## src/rtl/fifo_wr_arb.sv

```systemverilog
// Two-requester round-robin arbiter sharing the async FIFO write port.
// Burst-based grants capped at MAX_BURST words, with per-requester word counters.
module fifo_wr_arb #(
   parameter int DATA_W    = 8,
   parameter int MAX_BURST = 4,
   parameter int CNT_W     = 16
) (
   input  logic              wr_clk_in,
   input  logic              rst,
   input  logic              en,
   input  logic              req0,
   input  logic [DATA_W-1:0] d0,
   output logic              ack0,
   input  logic              req1,
   input  logic [DATA_W-1:0] d1,
   output logic              ack1,
   input  logic              full,
   output logic              wr,
   output logic [DATA_W-1:0] d_in,
   output logic [1:0]        grant,
   output logic              busy,
   output logic [CNT_W-1:0]  cnt0,
   output logic [CNT_W-1:0]  cnt1
);

   typedef enum logic [1:0] {IDLE, OWN0, OWN1} state_t;

   localparam logic [7:0] BEAT_MAX = 8'(MAX_BURST - 1);

   state_t     state;
   logic [7:0] beat;
   logic       last;

   logic own_id;
   logic own_req;
   logic oth_req;
   logic own_ack;
   logic burst_end;

   assign ack0 = (state == OWN0) & req0 & ~full & ~rst;
   assign ack1 = (state == OWN1) & req1 & ~full & ~rst;
   assign wr   = ack0 | ack1;
   assign d_in = ack0 ? d0 : (ack1 ? d1 : '0);
   assign busy = |grant;

   assign own_id    = (state == OWN1);
   assign own_req   = own_id ? req1 : req0;
   assign oth_req   = own_id ? req0 : req1;
   assign own_ack   = ack0 | ack1;
   // A stalled owner that withdraws its request still gives up the port.
   assign burst_end = (own_ack & (beat == BEAT_MAX)) | ~own_req;

   always_ff @(posedge wr_clk_in) begin
      if (rst) begin
         state <= IDLE;
         grant <= 2'b00;
         beat  <= 8'd0;
         last  <= 1'b1;
         cnt0  <= '0;
         cnt1  <= '0;
      end else begin
         if (ack0) cnt0 <= cnt0 + 1'b1;
         if (ack1) cnt1 <= cnt1 + 1'b1;
         unique case (state)
            IDLE: begin
               if (en & (req0 | req1)) begin
                  if (req0 & (~req1 | last)) begin
                     state <= OWN0;
                     grant <= 2'b01;
                  end else begin
                     state <= OWN1;
                     grant <= 2'b10;
                  end
               end
            end
            OWN0, OWN1: begin
               if (burst_end) begin
                  beat <= 8'd0;
                  last <= own_id;
                  if (en & oth_req) begin
                     state <= own_id ? OWN0 : OWN1;
                     grant <= own_id ? 2'b01 : 2'b10;
                  end else if (!(en & own_req)) begin
                     state <= IDLE;
                     grant <= 2'b00;
                  end
               end else if (own_ack) begin
                  beat <= beat + 8'd1;
               end
            end
            default: begin
               state <= IDLE;
               grant <= 2'b00;
            end
         endcase
      end
   end

endmodule

```

## config.mk

```make
export PLATFORM = sky130hd
export DESIGN_NAME = fifo_wr_arb
export DESIGN_NICKNAME = d
export VERILOG_FILES = /design/src/rtl/fifo_wr_arb.sv
export SDC_FILE = /design/constraint.sdc
export NUM_CORES = 1
export LEC_CHECK = 0
export CAP_MARGIN = 20
export CORE_MARGIN = 4
export CORE_UTILIZATION = 45
export DETAILED_ROUTE_END_ITERATION = 12
export GPL_TIMING_DRIVEN = 1
export MAX_ROUTING_LAYER = met4
export PLACE_DENSITY_LB_ADDON = 0.2
export SYNTH_ARGS = -nofsm -noshare
export SYNTH_HDL_FRONTEND = slang
export SYNTH_SLANG_ARGS = --single-unit
export TNS_END_PERCENT = 1
```

## constraint.sdc

```tcl
create_clock -name wr_clk_in -period 1.98 [get_ports wr_clk_in]
set_input_delay 0.198 -clock wr_clk_in [delete_from_list [all_inputs] [get_ports wr_clk_in]]
set_output_delay 0.198 -clock wr_clk_in [all_outputs]
set_load 0.005 [all_outputs]
```

==> summary.md, run 1 <==
| Metric | Value |
|---|---|
| Worst EP required | `1.78 ns` |
| GRT Util Overall | `17.5%` |
| Failing checks | `setup timing` |
| Complex-gate fraction of the synthesized area | `about a tenth` |
| Net Count, Synth | `282` |
| Vias per Instance | `just over 5` |
| Clock power frac | `24.9%` |
| H-Tree Depth | `2` |
| Slowest CP cell | `clkdlybuf4s50_1` |
| Hpwl dp | `3.71 mm` |
| Layout cells sized above 1 | `between 15 and 20%` |
| # diodes | `0` |
| Yosys synthesis warning count | `0` |
| Combinational share of power | `a little over a third` |
| Root buffer cell | `clkbuf_8` |
| DP Area | `~3000 sq um` |
| Max Cap Viol | `0` |
| Crit path cell chain | `inv_1 -> ha_2 -> nand4bb_4 -> nor2_4 -> a22o_1 -> clkdlybuf4s50_1` |
| Final ANT Viol Nets | `0` |
| Vias in the first global route | `1,988` |
| Sw Pwr | `0.759 mW` |
| Mux share of post-synthesis cell area | `0%` |
| Peak per-stage delay on the critical path | `0.49 ns` |
| Top sig layer | `met4` |
| Adder-cell area share of the yosys netlist | `3.91%` |
| Final setup fails | `3` |
| Main combinational cell family by area after synthesis | `simple AND/OR/NAND/NOR gates` |
| CTS tree | `done` |
| # IOs | `68` |
| DIE AREA | `6170 sq um` |
| Metal2 WL | `2.46 mm` |
| Synth Cell Area | `2240 sq um` |
| DR vias | `2,110` |
| Post-cts hold buffer count | `0` |
| Min Clock Period, post-route | `2.07 ns` |
| Post-Route WL | `roughly 5.3 mm` |
| Xor/xnor share of the synthesized area | `13.7%` |
| Flop pwr share | `40.2%` |
| Seq/Total Area, Yosys | `38.5%` |
| Pint | `1.57 mW` |
| Worst-margin pin slew | `0.412 ns` |
| Total congestion overflow | `0` |
| Port bufs | `67` |
| Worst Skew | `~0.0062 ns` |
| Multi-input logic area | `1380 sq um` |
| Pwr/cell area | `704 nW/um^2` |
| Yosys reg bits | `43` |
| Chip width | `78.5 um` |
| Routability Congestion | `0.869` |
| Highest-count cells in the layout ignoring fill and taps | `clkdlybuf4s50_1 (57), dfxtp_1 (41), nor2_1 (38)` |
| Final total power | `2.33 mW` |
| Post-layout nets | `372` |
| Metal-1 WL | `2.27 mm` |
| Most common cell after layout, fill and taps aside | `clkdlybuf4s50_1` |
| Register area | `863 sq um` |
| Starting density of the core | `46.8%` |
| Yosys cell types | `46` |
| Fin area | `3310 sq um` |
| Slew margin rel. | `72.5%` |
| Final WS setup | `-0.0880 ns` |
| Final slew viol count | `0` |
| DR WL met3 | `between 400 and 500 um` |
| First-pass GRT wire length | `8.72 mm` |
| Crit Path Category | `reg2out` |
| Clk buf depth | `2` |
| Cells after synthesis | `253` |
| Critical Path AT | `1.87 ns` |
| Clock Latency Late Sink | `roughly 0.3 ns` |
| Pleak | `1.30 nW` |
| Fillers | `397` |
| Crit share post-route | `104%` |
| Status | `finished with violations` |
| Remaining DRCs | `0` |
| RSZ-0062 raised after global routing | `yes` |
| Fmax | `about 0.48 GHz` |
| HP Class | `reg2reg` |
| Die Span Y | `78.5 um` |
| Core ar. | `4790 sq um` |
| Clock sinks | `43` |
| Initial antenna violation count | `0` |
| CTS Buf Count | `5` |
| DRT Pass-1 Iters | `4` |
| Max FO, Critical Path | `6` |
| VDD IR max | `~0.00074 V` |
| Sw Ratio | `32.6%` |
| FP Rows | `25` |
| Worst setup EP type | `primary output` |
| Avg Inst Size Synth | `8.85 sq um` |
| Routed wire per std cell | `12.8 um` |
| Post-Synth Simple-Gate Area | `30.7%` |
| Worst-path clk slew | `approximately 0.080 ns` |
| P&R area growth vs syn | `47.8%` |
| DRT iter0 DRCs | `44` |
| Startpoint types | `flop` |
| Largest net degree at the start of global routing | `38` |
| Hold Fails Final Rpt | `0` |
## metrics by stage
step	TNS, ns	instances	util, %	setup slack, ns	hold WS [ns]
after global placement	-1.64	397	64.5	-0.207	0.479
after global routing	-0.586	411	69.2	-0.186	0.538
final	-0.186	411	69.2	-0.0880	0.492
after floorplan	0	253	-	0.262	0.417
after detailed placement	-1.90	397	64.5	-0.239	0.484
after CTS	-0.930	410	67.6	-0.183	0.496
## cells in the mapped netlist, drive strengths merged
cell / count / area (sq um)
nand4: 5 / 37.5
nor4b: 1 / 15.0
a2bb2oi: 1 / 8.76
a22oi: 2 / 20.0
a21oi: 3 / 15.0
o221ai: 1 / 15.0
nand2: 21 / 78.8
nand3: 17 / 90.1
ha: 7 / 87.6
o21ai: 6 / 30.0
inv: 9 / 33.8
nand4bb: 2 / 27.5
clkbuf: 2 / 7.51
nor4: 4 / 70.1
and2: 1 / 6.26
or3: 1 / 6.26
nor3: 14 / 90.1
dfxtp: 43 / 861
nand2b: 5 / 31.3
buf: 6 / 32.5
a22o: 8 / 70.1
and3: 3 / 18.8
a32oi: 1 / 8.76
xor2: 17 / 149
xnor2: 18 / 158
or4b: 1 / 10.0
nor2: 42 / 165
o41ai: 1 / 8.76
a211o: 3 / 26.3
or2: 1 / 6.26
o22ai: 3 / 18.8
nor3b: 2 / 20.0
and4: 1 / 8.76
nor2b: 1 / 6.26
## metal layers
metal / vias to the layer above / GRT usage [%]
met5: - / -
met4: 0 / 4.72
met3: 17 / 5.62
met2: 85 / 28.9
met1: 957 / 20.6
li1: 1051 / -
## kinds of logic after synthesis
kind of cell             Yosys count
XOR/XNOR                          35
flip-flops                        43
AND/OR/NAND/NOR                  122
adder cells (fa/ha/maj)            7
buffers and inverters             17
AO/OA/AOI/OAI                     29
## critical path, delay by kind of cell (launching register included)
kind,cells,cell delay [ns]
buf+inv,2,0.57
fa+ha+maj,1,0.21
flops,1,0.35
compound gates,1,0.15
simple gates,2,0.30
## timing repair
| item | in CTS | in global routing |
|---|---|---|
| gates cloned | 0 | 0 |
| buffers inserted | 5 | 1 |
| pin swaps | 4 | 4 |
| endpoints found under the setup margin | 11 | 21 |
| resized for setup | 15 | 15 |
## registers in the layout (all words and copies together) (netlist names)
signal	flops
beat	8
cnt0	16
cnt1	16
last	1
state	2
## path summary, 6_finish.rpt
check,endpoint,startpoint,cells past startpoint,slack [ns]
min reg2reg,beat[1]$_SDFFE_PP0P_,beat[1]$_SDFFE_PP0P_,2,0.49
max,d_in[4],state[0]$_SDFFE_PP0P_,6,-0.09
max reg2reg,state[1]$_SDFFE_PP0P_,state[0]$_SDFFE_PP0P_,8,0.07
min,beat[1]$_SDFFE_PP0P_,beat[1]$_SDFFE_PP0P_,2,0.49
## power groups by stage
stage | sequential, mW | combinational, mW | clock, mW
after floorplan | 0.947 | 0.381 | 0
after detailed placement | 0.947 | 0.717 | 0
after CTS | 0.932 | 0.743 | 0.590
final | 0.937 | 0.815 | 0.580
after global placement | 0.945 | 0.710 | 0
after global routing | 0.943 | 0.890 | 0.626
## area by class of cell
class / count / area share, %
multi-input combinational: 193 / 41.6
inverter: 9 / 1.10
clock buffer: 5 / 2.08
sequential: 43 / 26.1
tap: 67 / 2.53
clock inverter: 3 / 0.718
timing repair buffer: 91 / 25.9
Note: power is estimated with default switching activity, not from simulation.
==> run 2: changes to the inputs <==
--- a/config.mk
+++ b/config.mk
@@ -8,6 +8,7 @@
 export CAP_MARGIN = 20
 export CORE_MARGIN = 4
 export CORE_UTILIZATION = 45
+export CTS_CLUSTER_SIZE = 28
 export DETAILED_ROUTE_END_ITERATION = 12
 export GPL_TIMING_DRIVEN = 1
 export MAX_ROUTING_LAYER = met4
==> results of run 2 <==
The final DEF is identical to that of run 1; final timing and power are the same.
